## src/rtl/sad_core_pkg.sv

```systemverilog
// Shared types and encodings for the SAD core ID stage:
// ALU op codes, MIPS opcode/funct constants, decoded control bundle.
package sad_core_pkg;

    typedef enum logic [3:0] {
        ALU_ADD, ALU_SUB, ALU_AND, ALU_OR, ALU_NOR, ALU_XOR, ALU_SLT, ALU_SLTU,
        ALU_SLL, ALU_SRL, ALU_SRA, ALU_SLLV, ALU_SRLV, ALU_LUI, ALU_MUL, ALU_PASS_B
    } alu_op_e;

    localparam logic [5:0] OP_RTYPE  = 6'h00;
    localparam logic [5:0] OP_J      = 6'h02;
    localparam logic [5:0] OP_JAL    = 6'h03;
    localparam logic [5:0] OP_BEQ    = 6'h04;
    localparam logic [5:0] OP_BNE    = 6'h05;
    localparam logic [5:0] OP_ADDI   = 6'h08;
    localparam logic [5:0] OP_ADDIU  = 6'h09;
    localparam logic [5:0] OP_SLTI   = 6'h0A;
    localparam logic [5:0] OP_SLTIU  = 6'h0B;
    localparam logic [5:0] OP_ANDI   = 6'h0C;
    localparam logic [5:0] OP_ORI    = 6'h0D;
    localparam logic [5:0] OP_XORI   = 6'h0E;
    localparam logic [5:0] OP_LUI    = 6'h0F;
    localparam logic [5:0] OP_CUSTOM = 6'h1C;
    localparam logic [5:0] OP_LB     = 6'h20;
    localparam logic [5:0] OP_LH     = 6'h21;
    localparam logic [5:0] OP_LW     = 6'h23;
    localparam logic [5:0] OP_SB     = 6'h28;
    localparam logic [5:0] OP_SH     = 6'h29;
    localparam logic [5:0] OP_SW     = 6'h2B;

    localparam logic [5:0] F_SLL  = 6'h00;
    localparam logic [5:0] F_SRL  = 6'h02;
    localparam logic [5:0] F_SRA  = 6'h03;
    localparam logic [5:0] F_SLLV = 6'h04;
    localparam logic [5:0] F_SRLV = 6'h06;
    localparam logic [5:0] F_JR   = 6'h08;
    localparam logic [5:0] F_ADD  = 6'h20;
    localparam logic [5:0] F_ADDU = 6'h21;
    localparam logic [5:0] F_SUB  = 6'h22;
    localparam logic [5:0] F_SUBU = 6'h23;
    localparam logic [5:0] F_AND  = 6'h24;
    localparam logic [5:0] F_OR   = 6'h25;
    localparam logic [5:0] F_XOR  = 6'h26;
    localparam logic [5:0] F_NOR  = 6'h27;
    localparam logic [5:0] F_SLT  = 6'h2A;
    localparam logic [5:0] F_SLTU = 6'h2B;

    localparam logic [5:0] C_MUL          = 6'h02;
    localparam logic [5:0] C_FRAME_SHIFT  = 6'h10;
    localparam logic [5:0] C_WINDOW_SHIFT = 6'h11;
    localparam logic [5:0] C_MIN_IN       = 6'h12;
    localparam logic [5:0] C_BUFF         = 6'h13;
    localparam logic [5:0] C_LOAD_BUFF_A  = 6'h14;
    localparam logic [5:0] C_LOAD_BUFF_B  = 6'h15;
    localparam logic [5:0] C_LOAD_MIN     = 6'h16;

    typedef struct packed {
        logic    r;
        logic    reg_write;
        logic    mem_write;
        logic    mem_read;
        logic    half_op;
        logic    byte_op;
        logic    jal;
        logic    use_rs;
        logic    use_rt;
        logic    zext;
        logic    branch_eq;
        logic    branch_ne;
        logic    jump;
        logic    jump_reg;
        logic    frame_shift;
        logic    window_shift;
        logic    min_in;
        logic    buff;
        logic    load_buff_a;
        logic    load_buff_b;
        logic    load_min;
        alu_op_e alu;
    } ctrl_t;

    function automatic ctrl_t decode(input logic [5:0] op, input logic [5:0] fn);
        ctrl_t c;
        c = '0;
        unique case (op)
            OP_RTYPE: begin
                c.r = 1'b1; c.reg_write = 1'b1;
                c.use_rs = 1'b1; c.use_rt = 1'b1;
                unique case (fn)
                    F_SLL:          begin c.alu = ALU_SLL; c.use_rs = 1'b0; end
                    F_SRL:          begin c.alu = ALU_SRL; c.use_rs = 1'b0; end
                    F_SRA:          begin c.alu = ALU_SRA; c.use_rs = 1'b0; end
                    F_SLLV:         c.alu = ALU_SLLV;
                    F_SRLV:         c.alu = ALU_SRLV;
                    F_JR: begin
                        c.r = 1'b0; c.reg_write = 1'b0;
                        c.use_rt = 1'b0; c.jump_reg = 1'b1;
                    end
                    F_ADD, F_ADDU:  c.alu = ALU_ADD;
                    F_SUB, F_SUBU:  c.alu = ALU_SUB;
                    F_AND:          c.alu = ALU_AND;
                    F_OR:           c.alu = ALU_OR;
                    F_XOR:          c.alu = ALU_XOR;
                    F_NOR:          c.alu = ALU_NOR;
                    F_SLT:          c.alu = ALU_SLT;
                    F_SLTU:         c.alu = ALU_SLTU;
                    default:        c = '0;
                endcase
            end
            OP_CUSTOM: begin
                c.use_rs = 1'b1; c.use_rt = 1'b1;
                unique case (fn)
                    C_MUL: begin
                        c.r = 1'b1; c.reg_write = 1'b1; c.alu = ALU_MUL;
                    end
                    C_FRAME_SHIFT:  c.frame_shift = 1'b1;
                    C_WINDOW_SHIFT: c.window_shift = 1'b1;
                    C_MIN_IN:       c.min_in = 1'b1;
                    C_BUFF:         c.buff = 1'b1;
                    C_LOAD_BUFF_A:  c.load_buff_a = 1'b1;
                    C_LOAD_BUFF_B:  c.load_buff_b = 1'b1;
                    C_LOAD_MIN: begin
                        c.load_min = 1'b1; c.r = 1'b1; c.reg_write = 1'b1;
                    end
                    default:        c = '0;
                endcase
            end
            OP_J:   c.jump = 1'b1;
            OP_JAL: begin
                c.jump = 1'b1; c.jal = 1'b1; c.r = 1'b1; c.reg_write = 1'b1;
            end
            OP_BEQ: begin
                c.branch_eq = 1'b1; c.use_rs = 1'b1; c.use_rt = 1'b1; c.alu = ALU_SUB;
            end
            OP_BNE: begin
                c.branch_ne = 1'b1; c.use_rs = 1'b1; c.use_rt = 1'b1; c.alu = ALU_SUB;
            end
            OP_ADDI, OP_ADDIU: begin c.reg_write = 1'b1; c.use_rs = 1'b1; end
            OP_SLTI:  begin c.reg_write = 1'b1; c.use_rs = 1'b1; c.alu = ALU_SLT; end
            OP_SLTIU: begin c.reg_write = 1'b1; c.use_rs = 1'b1; c.alu = ALU_SLTU; end
            OP_ANDI: begin
                c.reg_write = 1'b1; c.use_rs = 1'b1; c.zext = 1'b1; c.alu = ALU_AND;
            end
            OP_ORI: begin
                c.reg_write = 1'b1; c.use_rs = 1'b1; c.zext = 1'b1; c.alu = ALU_OR;
            end
            OP_XORI: begin
                c.reg_write = 1'b1; c.use_rs = 1'b1; c.zext = 1'b1; c.alu = ALU_XOR;
            end
            OP_LUI: begin c.reg_write = 1'b1; c.alu = ALU_LUI; end
            OP_LB, OP_LH, OP_LW: begin
                c.reg_write = 1'b1; c.mem_read = 1'b1; c.use_rs = 1'b1;
                c.byte_op = (op == OP_LB); c.half_op = (op == OP_LH);
            end
            OP_SB, OP_SH, OP_SW: begin
                c.mem_write = 1'b1; c.use_rs = 1'b1; c.use_rt = 1'b1;
                c.byte_op = (op == OP_SB); c.half_op = (op == OP_SH);
            end
            default: c = '0;
        endcase
        return c;
    endfunction

endpackage

```

## src/rtl/buf_reg.sv

```systemverilog
// Inter-core buffer register: rs/rt snapshot plus a valid flag.
// A set in the same cycle as a clear keeps the flag high.
module buf_reg (
    input  logic        clk,
    input  logic        rst_n,
    input  logic        set,
    input  logic        clr,
    input  logic [31:0] rs_val,
    input  logic [31:0] rt_val,
    output logic [31:0] val_1,
    output logic [31:0] val_2,
    output logic        flag
);

    always_ff @(posedge clk) begin
        if (!rst_n) begin
            val_1 <= '0;
            val_2 <= '0;
            flag  <= 1'b0;
        end else if (set) begin
            val_1 <= rs_val;
            val_2 <= rt_val;
            flag  <= 1'b1;
        end else if (clr) begin
            flag  <= 1'b0;
        end
    end

endmodule

```

## src/rtl/instruction_decode_unit.sv

```systemverilog
// ID stage of the 6-stage SAD core: regfile, decode, RAW stall,
// branch/jump resolution and the inter-core buffer register.
module instruction_decode_unit
    import sad_core_pkg::*;
(
    input  logic        Clk,
    input  logic        Reset,
    input  logic [31:0] IF_ID_Instruction,
    input  logic [31:0] IF_ID_PC4,
    input  logic [31:0] WB_WriteData,
    input  logic [4:0]  MEM_WB_WriteRegister,
    input  logic        MEM_WB_RegWrite,
    input  logic        ID_EX_RegWrite,
    input  logic        EX_MEM_RegWrite,
    input  logic        MEM_SAD_RegWrite,
    input  logic [4:0]  EX_WriteRegister,
    input  logic [4:0]  EX_MEM_WriteRegister,
    input  logic [4:0]  MEM_SAD_WriteRegister,
    input  logic        all_buf_flags,
    output logic [31:0] ID_rs_val,
    output logic [31:0] ID_rt_val,
    output logic [31:0] ID_ext_imm,
    output logic [31:0] ID_new_PC,
    output logic [4:0]  ID_rt,
    output logic [4:0]  ID_rd,
    output logic [4:0]  ID_shamt,
    output logic [3:0]  ID_ALUControl,
    output logic        ID_R,
    output logic        ID_RegWrite,
    output logic        ID_MemWrite,
    output logic        ID_MemRead,
    output logic        ID_HalfControl,
    output logic        ID_ByteControl,
    output logic        ID_JALControl,
    output logic        ID_PCSrc,
    output logic        ID_stall,
    output logic        ID_frame_shift,
    output logic        ID_window_shift,
    output logic        ID_min_in,
    output logic        ID_buff,
    output logic        ID_load_buff_a,
    output logic        ID_load_buff_b,
    output logic        ID_load_min,
    output logic        ID_load_min_tag,
    output logic [31:0] buf_val_1,
    output logic [31:0] buf_val_2,
    output logic        buf_flag
);

    logic [31:0] regs [32];
    logic [5:0]  op, fn;
    logic [4:0]  rs, rt;
    logic [15:0] imm;
    logic [31:0] sext_imm;
    logic [31:0] br_target;
    logic        rs_hit, rt_hit, taken;
    ctrl_t       c;

    assign op  = IF_ID_Instruction[31:26];
    assign rs  = IF_ID_Instruction[25:21];
    assign rt  = IF_ID_Instruction[20:16];
    assign fn  = IF_ID_Instruction[5:0];
    assign imm = IF_ID_Instruction[15:0];
    assign c   = decode(op, fn);

    always_ff @(posedge Clk) begin
        if (!Reset) begin
            for (int i = 0; i < 32; i++) regs[i] <= '0;
        end else if (MEM_WB_RegWrite && MEM_WB_WriteRegister != 5'd0) begin
            regs[MEM_WB_WriteRegister] <= WB_WriteData;
        end
    end

    // WB write in the same cycle is visible to the read without waiting a cycle.
    always_comb begin
        ID_rs_val = regs[rs];
        if (rs == 5'd0)
            ID_rs_val = '0;
        else if (MEM_WB_RegWrite && MEM_WB_WriteRegister == rs)
            ID_rs_val = WB_WriteData;
        ID_rt_val = regs[rt];
        if (rt == 5'd0)
            ID_rt_val = '0;
        else if (MEM_WB_RegWrite && MEM_WB_WriteRegister == rt)
            ID_rt_val = WB_WriteData;
    end

    assign rs_hit = (rs != 5'd0) &&
        ((ID_EX_RegWrite   && EX_WriteRegister      == rs) ||
         (EX_MEM_RegWrite  && EX_MEM_WriteRegister  == rs) ||
         (MEM_SAD_RegWrite && MEM_SAD_WriteRegister == rs));
    assign rt_hit = (rt != 5'd0) &&
        ((ID_EX_RegWrite   && EX_WriteRegister      == rt) ||
         (EX_MEM_RegWrite  && EX_MEM_WriteRegister  == rt) ||
         (MEM_SAD_RegWrite && MEM_SAD_WriteRegister == rt));

    assign ID_stall = (c.use_rs && rs_hit) || (c.use_rt && rt_hit) ||
        ((c.load_buff_a || c.load_buff_b) && !all_buf_flags);

    assign sext_imm   = {{16{imm[15]}}, imm};
    assign ID_ext_imm = c.zext ? {16'h0000, imm} : sext_imm;
    assign br_target  = IF_ID_PC4 + {sext_imm[29:0], 2'b00};

    assign taken = (c.branch_eq && ID_rs_val == ID_rt_val) ||
                   (c.branch_ne && ID_rs_val != ID_rt_val) ||
                   c.jump || c.jump_reg;

    always_comb begin
        unique case (1'b1)
            c.jump:     ID_new_PC = {IF_ID_PC4[31:28], IF_ID_Instruction[25:0], 2'b00};
            c.jump_reg: ID_new_PC = ID_rs_val;
            default:    ID_new_PC = br_target;
        endcase
    end

    assign ID_rt           = rt;
    assign ID_rd           = c.jal ? 5'd31 : IF_ID_Instruction[15:11];
    assign ID_shamt        = IF_ID_Instruction[10:6];
    assign ID_ALUControl   = c.alu;
    assign ID_R            = c.r;
    assign ID_RegWrite     = c.reg_write && !ID_stall;
    assign ID_MemWrite     = c.mem_write && !ID_stall;
    assign ID_MemRead      = c.mem_read;
    assign ID_HalfControl  = c.half_op;
    assign ID_ByteControl  = c.byte_op;
    assign ID_JALControl   = c.jal;
    assign ID_PCSrc        = taken && !ID_stall;
    assign ID_frame_shift  = c.frame_shift;
    assign ID_window_shift = c.window_shift;
    assign ID_min_in       = c.min_in;
    assign ID_buff         = c.buff && !ID_stall;
    assign ID_load_buff_a  = c.load_buff_a;
    assign ID_load_buff_b  = c.load_buff_b;
    assign ID_load_min     = c.load_min;
    assign ID_load_min_tag = c.load_min;

    buf_reg u_buf_reg (
        .clk    (Clk),
        .rst_n  (Reset),
        .set    (ID_buff),
        .clr    ((c.load_buff_a || c.load_buff_b) && !ID_stall),
        .rs_val (ID_rs_val),
        .rt_val (ID_rt_val),
        .val_1  (buf_val_1),
        .val_2  (buf_val_2),
        .flag   (buf_flag)
    );

endmodule

```

## config.mk

```make
export PLATFORM = sky130hd
export DESIGN_NAME = instruction_decode_unit
export DESIGN_NICKNAME = d
export VERILOG_FILES = /design/src/rtl/sad_core_pkg.sv /design/src/rtl/buf_reg.sv /design/src/rtl/instruction_decode_unit.sv
export SDC_FILE = /design/constraint.sdc
export NUM_CORES = 2
export LEC_CHECK = 0
export CAP_MARGIN = 20
export CORE_MARGIN = 4
export CORE_UTILIZATION = 65
export CTS_CLUSTER_DIAMETER = 60
export DETAILED_ROUTE_END_ITERATION = 12
export PLACE_DENSITY = 0.83
export SLEW_MARGIN = 30
export SYNTH_ARGS = -nofsm -noshare
export SYNTH_HDL_FRONTEND = slang
export SYNTH_SLANG_ARGS = --single-unit
```

## constraint.sdc

```tcl
create_clock -name Clk -period 9.6 [get_ports Clk]
set_clock_uncertainty 0.05 [all_clocks]
set_input_delay 1.92 -clock Clk [delete_from_list [all_inputs] [get_ports Clk]]
set_output_delay 1.92 -clock Clk [all_outputs]
set_load 0.05 [all_outputs]
```

Word level (Yosys, flattened, before mapping):

Memory sizes are Yosys's and may differ from the RTL's.
Cells that the tools add are included.

* memories kept: 1
* register bits: 65
* logic and storage cells: 156
* output and inout port bits: 229
* input bits: 123
* RAM bits: 1024

* reductions and logical operators: 55
* equal/unequal tests: 51
* add/sub/neg operators: 1
* multiplexer cells: 45

Memory list
* regs: depth 32, bits a word 32, read ports 2, clocked after Yosys merged registers in 0, write ports 32, RTL line instruction_decode_unit.sv:50 `logic [31:0] regs [32];`

Operator list (count)
* 32-bit two-way mux: 6
* 6-bit equality test (second input constant): 16
* 32-bit case mux with 2 select lines: 1
* 6-bit by 4-bit equality test with 1-bit output (second input constant): 9
* 6-bit by 5-bit equality test with 1-bit output (second input constant): 8
* 4-bit case mux with 12 select lines: 1
* 5-bit equality test: 8
* 4-bit case mux with 9 select lines: 1
* 32-bit adder: 1
* 32-bit equality test: 1
* 32-bit inequality test: 1
* 32-bit OR reduction: 1
* 15-bit OR reduction: 2
* 6-bit by 2-bit equality test with 1-bit output (second input constant): 4
* 6-bit by 3-bit equality test with 1-bit output (second input constant): 4
* 1-bit logical AND: 21
* 1-bit two-way mux: 17
* 8-bit case mux with 2 select lines: 1
* 5-bit nonzero test: 3
* 1-bit case mux with 2 select lines: 7
* 13-bit OR reduction: 1
* 6-bit zero test: 2
* 1-bit case mux with 3 select lines: 4
* 12-bit OR reduction: 1
* other kinds (13): 31

Logic depth before layout (Yosys ltp):

* depth in word-level cells: 12
* gate-level depth with buffers: 16
* depth with buffers taken out: 14

Cells and area by module:

From an unflattened synthesis, not the netlist that was laid out.

* cell total of the unflattened synthesis: 4453
* area, all modules: 61525.3 µm²

Modules (own cells, without submodules)
* instruction_decode_unit: area an instance 59027.9 µm², sequential area each 30749.5 µm², cells an instance 4244, times used 1
* buf_reg: area an instance 2497.4 µm², sequential area each 1301.2 µm², cells an instance 209, times used 1

Worst setup path after synthesis:

No wires, ideal clock.

* path type: input -> output
* from: input port MEM_WB_WriteRegister[4]
* to: output port ID_PCSrc
* cell stages on the path: 12
* data required time: 7.630 ns
* setup slack: 1.936 ns
* data arrival time: 5.694 ns
* cell sequence: clkbuf_1 xnor2_1 nand4_1 o21ai_0 o22ai_1 a211oi_1 xor2_1 nor4_1 nand4_1 nor3_2 mux2i_1 o21ai_1

* cells in the longest elaborated chain, start to end: 10
* elaborated cells on any way between the ends: 16
* classes of those cells: 4 x eq/ne; 4 x mux; 8 x reduce/logical

RTL lines
* from (decl): RTL line instruction_decode_unit.sv:11 `input logic [4:0] MEM_WB_WriteRegister,`
* 5-bit equality test *: RTL line instruction_decode_unit.sv:84 `else if (MEM_WB_RegWrite && MEM_WB_WriteRegister == rt)`
* 1-bit logical AND *: RTL line instruction_decode_unit.sv:84
* 32-bit two-way mux *: RTL line instruction_decode_unit.sv:84
* 32-bit two-way mux *: RTL line instruction_decode_unit.sv:82 `if (rt == 5'd0)`
* named net ID_rt_val[23]: RTL line instruction_decode_unit.sv:21 `output logic [31:0] ID_rt_val,`
* 32-bit equality test or 32-bit inequality test (tied branches): RTL line instruction_decode_unit.sv:104, instruction_decode_unit.sv:105
* 1-bit logical AND, on equally long branches: RTL line instruction_decode_unit.sv:104, instruction_decode_unit.sv:105
* 1-bit logical OR *: RTL line instruction_decode_unit.sv:104 `assign taken = (c.branch_eq && ID_rs_val == ID_rt_val) ||`
* 1-bit logical OR *: RTL line instruction_decode_unit.sv:105 `(c.branch_ne && ID_rs_val != ID_rt_val) ||`
* 1-bit logical OR *: RTL line instruction_decode_unit.sv:106 `c.jump || c.jump_reg;`
* 1-bit logical AND *: RTL line instruction_decode_unit.sv:127 `assign ID_PCSrc = taken && !ID_stall;`
* to (decl): RTL line instruction_decode_unit.sv:35 `output logic ID_PCSrc,`

Mark *: on every way through the listed nets, which the timed path passes. The rest lies on a longest branch.

Worst setup path in the final report:

* from: input port MEM_WB_WriteRegister[4]
* to: output port ID_PCSrc

* cells in the longest elaborated chain, start to end: 10
* elaborated cells on any way between the ends: 16
* classes of those cells: 4 x eq/ne; 4 x mux; 8 x reduce/logical

RTL lines (RTL line)
* 5-bit equality test, on equally long branches: instruction_decode_unit.sv:79, instruction_decode_unit.sv:84
* 1-bit logical AND, on equally long branches: instruction_decode_unit.sv:79, instruction_decode_unit.sv:84
* 32-bit two-way mux, on equally long branches: instruction_decode_unit.sv:79, instruction_decode_unit.sv:84
* 32-bit two-way mux, on equally long branches: instruction_decode_unit.sv:77, instruction_decode_unit.sv:82
* 32-bit equality test or 32-bit inequality test (tied branches): instruction_decode_unit.sv:104, instruction_decode_unit.sv:105
* 1-bit logical AND, on equally long branches: instruction_decode_unit.sv:104, instruction_decode_unit.sv:105
* 1-bit logical OR *: instruction_decode_unit.sv:104
* 1-bit logical OR *: instruction_decode_unit.sv:105
* 1-bit logical OR *: instruction_decode_unit.sv:106
* 1-bit logical AND *: instruction_decode_unit.sv:127

Every way passes the cells marked *; elsewhere a longest branch is shown, timed or not.

==> flow_metrics.py <==
metrics = {
    "worst_setup_path": {
        "worstPathRequired_ns": 7.63,
        "cp.arrival_ns": 6.89,
        "cp-start-kind": "primary input",
        "path_max_fanout": 14,
        "end_kind": "output pin",
        "crit_type": "in2out",
    },
    "pwr": {
        "power_frac_seq": 0.457,
        "comb_power_share": 0.191,
        "clkPwrFrac": 0.351,
        "swShare": 0.2916,
        "net-switching-power_mw": 3.558,
        "internal_power_mw": 8.643,
        "leakage_nw": 24.25,
        "peakVddDrop_v": 0.0001471,
        "fin_total_pwr_mw": 12.20,
        "p_per_area_mw_per_mm2": 174.4,
    },
    "grt": {
        "grt_max_degree": 69,
        "grtUsageTotal": 0.4739,
        "grt_first_pass_wirelength_mm": 328.6,
        "grt.overflow.total": 0,
        "antenna_found_initial": 37,
        "grt_pass1_vias": 45120,
    },
    "hold_path": {
        "hp-class": "reg2reg",
    },
    "sta": {
        "setup_tns_ns": 0,
        "clock.fmax_mhz": 112.8,
        "layout_min_cycle_time_ns": 8.863,
        "post-route-period-util": 0.9232,
        "rsz0062_at_grt": "no",
        "hold_violations": 0,
        "finalSetupViolations": 0,
        "tightestPinTransition_ns": 1.198,
        "final_max_slew_viol_count": 0,
        "relSlewSlack": 0.2015,
    },
    "detailed_routing": {
        "vias_per_cell": 7.728,
        "wire_per_inst_um": 39.11,
        "routed_wl_mm": 237.3,
        "vias": 46890,
        "first_pass_iters": 10,
        "ant_nets": 0,
        "drc": 0,
        "first_iter_violations": 9897,
    },
    "place": {
        "place_area_mm2": 0.06632,
        "routabilityCongestion": 0.9798,
        "port_buffers": 351,
        "post-dp-hpwl_mm": 143.3,
    },
    "logic_synthesis": {
        "async_flop_share": 0,
        "synth.avg_cell_area_um2": 13.69,
        "seq_area_frac_synth": 0.5242,
        "synth_seq_cells": 1089,
        "syn_area_mm2": 0.06114,
        "ys.flop_type": "edfxtp_1",
        "yosys_warnings": 0,
        "synth_cells": 4465,
        "ys_types": 80,
        "synth-edff-count": 1024,
    },
    "clocking": {
        "clk_latency_ns": 0.73,
        "cts.clk_slew.worst_paths_ns": 0.06,
        "ctsHoldBuffers": 0,
        "cts.repair.resized": 0,
        "cts.sinks": 1089,
        "post_cts_buffers": 0,
        "max-clock-path-buffers": 3,
        "cts_made_buffers": 113,
        "cts_tree": "done",
        "htreeDepth": 3,
        "cts_root_buf": "clkbuf_16",
    },
    "die": {
        "start_util": 0.6552,
        "dieHeight_um": 314.7,
        "std_cell_rows": 112,
        "die_area_mm2": 0.09904,
        "die_w_um": 314.7,
        "fp.coreArea_mm2": 0.09333,
        "io_pins": 352,
    },
    "cells_and_area": {
        "final_area_mm2": 0.06996,
        "nNetsFinal": 4838,
        "drive_gt1_frac": 0.2121,
        "syn2layout_area_growth_pct": 14.42,
    },
    "run": {
        "max-cap-violations": 0,
    },
    "outcome": {
        "outcome": "finished, final reports clean",
    },
}
==> power groups by stage <==
| stage | Sequential, mW | Combinational, mW | Clock [mW] |
|---|---|---|---|
| 5_1_grt | 5.59 | 2.34 | 4.46 |
| 3_3_place_gp | 5.63 | 2.17 | 0 |
| 4_1_cts | 5.56 | 2.20 | 4.25 |
| 2_1_floorplan | 5.62 | 1.36 | 0 |
| 3_5_place_dp | 5.66 | 2.18 | 0 |
| 6_report | 5.58 | 2.34 | 4.29 |
==> registers in the layout (all words and copies together), names as in the netlist <==
register,count
u_buf_reg.val_1,32
regs,1024
u_buf_reg.flag,1
u_buf_reg.val_2,32
==> worst max-delay path: stages <==
cell	delay, ns
clkdlybuf4s50_1	0.72
xnor2_1	0.18
nand4_1	0.32
o21ai_2	1.00
o22ai_1	0.28
nor2_1	0.62
xnor2_1	0.39
nor4_1	0.31
nand4_1	0.18
nor3_2	0.39
mux2i_1	0.24
o21ai_1	0.09
buf_4	0.22
==> synthesized netlist by cell type (7+ instances only) <==
master / number / area share
edfxtp_1: 1024 / 0.50
and2_1: 972 / 0.099
mux4_2: 494 / 0.18
clkbuf_1: 303 / 0.019
nand2_1: 177 / 0.011
mux2i_1: 151 / 0.025
a21oi_1: 121 / 0.0099
nor2_1: 118 / 0.0072
o21ai_0: 99 / 0.0081
buf_4: 67 / 0.0082
dfxtp_1: 65 / 0.021
buf_2: 62 / 0.0051
nor3_1: 54 / 0.0044
a22oi_1: 50 / 0.0061
xnor2_1: 48 / 0.0069
inv_1: 47 / 0.0029
xor2_1: 46 / 0.0066
o221ai_1: 45 / 0.0064
a211oi_1: 41 / 0.0050
nor2b_1: 35 / 0.0036
buf_6: 34 / 0.0063
nand3_1: 33 / 0.0027
o22ai_1: 32 / 0.0033
ha_1: 29 / 0.0059
a221oi_1: 25 / 0.0036
mux2_2: 25 / 0.0046
buf_1: 21 / 0.0013
nand2b_1: 19 / 0.0019
nor4_1: 16 / 0.0016
a21o_1: 15 / 0.0018
a22o_1: 13 / 0.0019
nand4_1: 12 / 0.0012
a221o_1: 11 / 0.0018
a31oi_1: 9 / 0.00092
o21ai_1: 9 / 0.00074
a2111oi_0: 8 / 0.0011
and3_1: 8 / 0.00082
nand3b_1: 8 / 0.00098
o211ai_1: 8 / 0.00098
or2_2: 8 / 0.00082
or3_1: 8 / 0.00082
a32oi_1: 7 / 0.0010
nor3b_1: 7 / 0.00086
==> final timing paths <==
check,startpoint,endpoint,slack [ns],cells past startpoint
setup / recovery,MEM_WB_WriteRegister[4],ID_PCSrc,0.74,13
hold / removal,u_buf_reg.val_1[6]$_SDFFE_PN0P_,u_buf_reg.val_1[6]$_SDFFE_PN0P_,0.40,2
setup reg to reg,regs[10][29]$_SDFFCE_PN0P_,u_buf_reg.val_1[29]$_SDFFE_PN0P_,6.77,6
hold reg to reg,u_buf_reg.val_1[6]$_SDFFE_PN0P_,u_buf_reg.val_1[6]$_SDFFE_PN0P_,0.40,2
==> metrics by stage <==
step	hold slack [ns]	instances	utilization	setup WS, ns
5_1_grt	0.4206	6044	0.7490	0.6925
6_report	0.3981	6068	0.7496	0.7374
3_3_place_gp	0.3863	5820	0.7103	1.211
2_1_floorplan	0.6173	4496	-	1.936
4_1_cts	0.4029	6031	0.7483	1.228
3_5_place_dp	0.3942	5821	0.7106	1.231
==> layout make-up <==
class	count	area, µm²
Inverter	49	186.4
Clock inverter	65	548.0
Tap cell	1254	1569
Timing Repair Buffer	562	5290
Fill cell	5580	23370
Sequential cell	1089	32050
Clock buffer	145	2969
Antenna cell	34	85.08
Multi-Input combinational cell	2870	27260
==> layer usage <==
layer  up-vias  track usage  routed length, µm
met1     22410       0.5625              69130
met3      1501       0.2553              46740
met5         -      0.01482                344
met4        24       0.3209              21370
met2      5523       0.6653              99720
li1      17440            -                  -
==> kinds of logic (layout without fill, tap and decap cells) <==
kind of cell	after synthesis	in the layout	synth area share
adders and majority gates	30	30	0.006262
other	1	66	0.00006133
DFF	1089	1089	0.5242
xor gates and xnor gates	94	94	0.01346
AOI/OAI and AO/OA	549	549	0.06182
buffers and inverters	537	821	0.04254
and+or+nand+nor	1495	1495	0.1404
muxes	670	670	0.2113
==> placed cells by master, fill, tap and decap left out, types with 11 or more instances in the layout <==
master / count
edfxtp_1: 1024
and2_1: 972
mux4_2: 494
clkdlybuf4s50_1: 332
buf_4: 195
nand2_1: 174
mux2i_1: 151
a21oi_1: 121
clkbuf_16: 114
nor2_1: 84
o21ai_0: 67
dfxtp_1: 65
nor3_1: 54
a22oi_1: 50
xnor2_1: 48
inv_1: 45
xor2_1: 45
o221ai_1: 45
a211oi_1: 41
diode_2: 34
nor2b_1: 34
o22ai_1: 32
nand3_1: 32
o21ai_4: 32
nor2_4: 32
conb_1: 32
clkbuf_1: 31
clkinv_1: 30
ha_1: 29
a221oi_1: 25
mux2_2: 25
nand2b_1: 19
nor4_1: 16
buf_12: 16
a21o_1: 15
clkinv_2: 14
a22o_1: 13
nand4_1: 12
a221o_1: 11
Power figures use the tool's default switching activity.
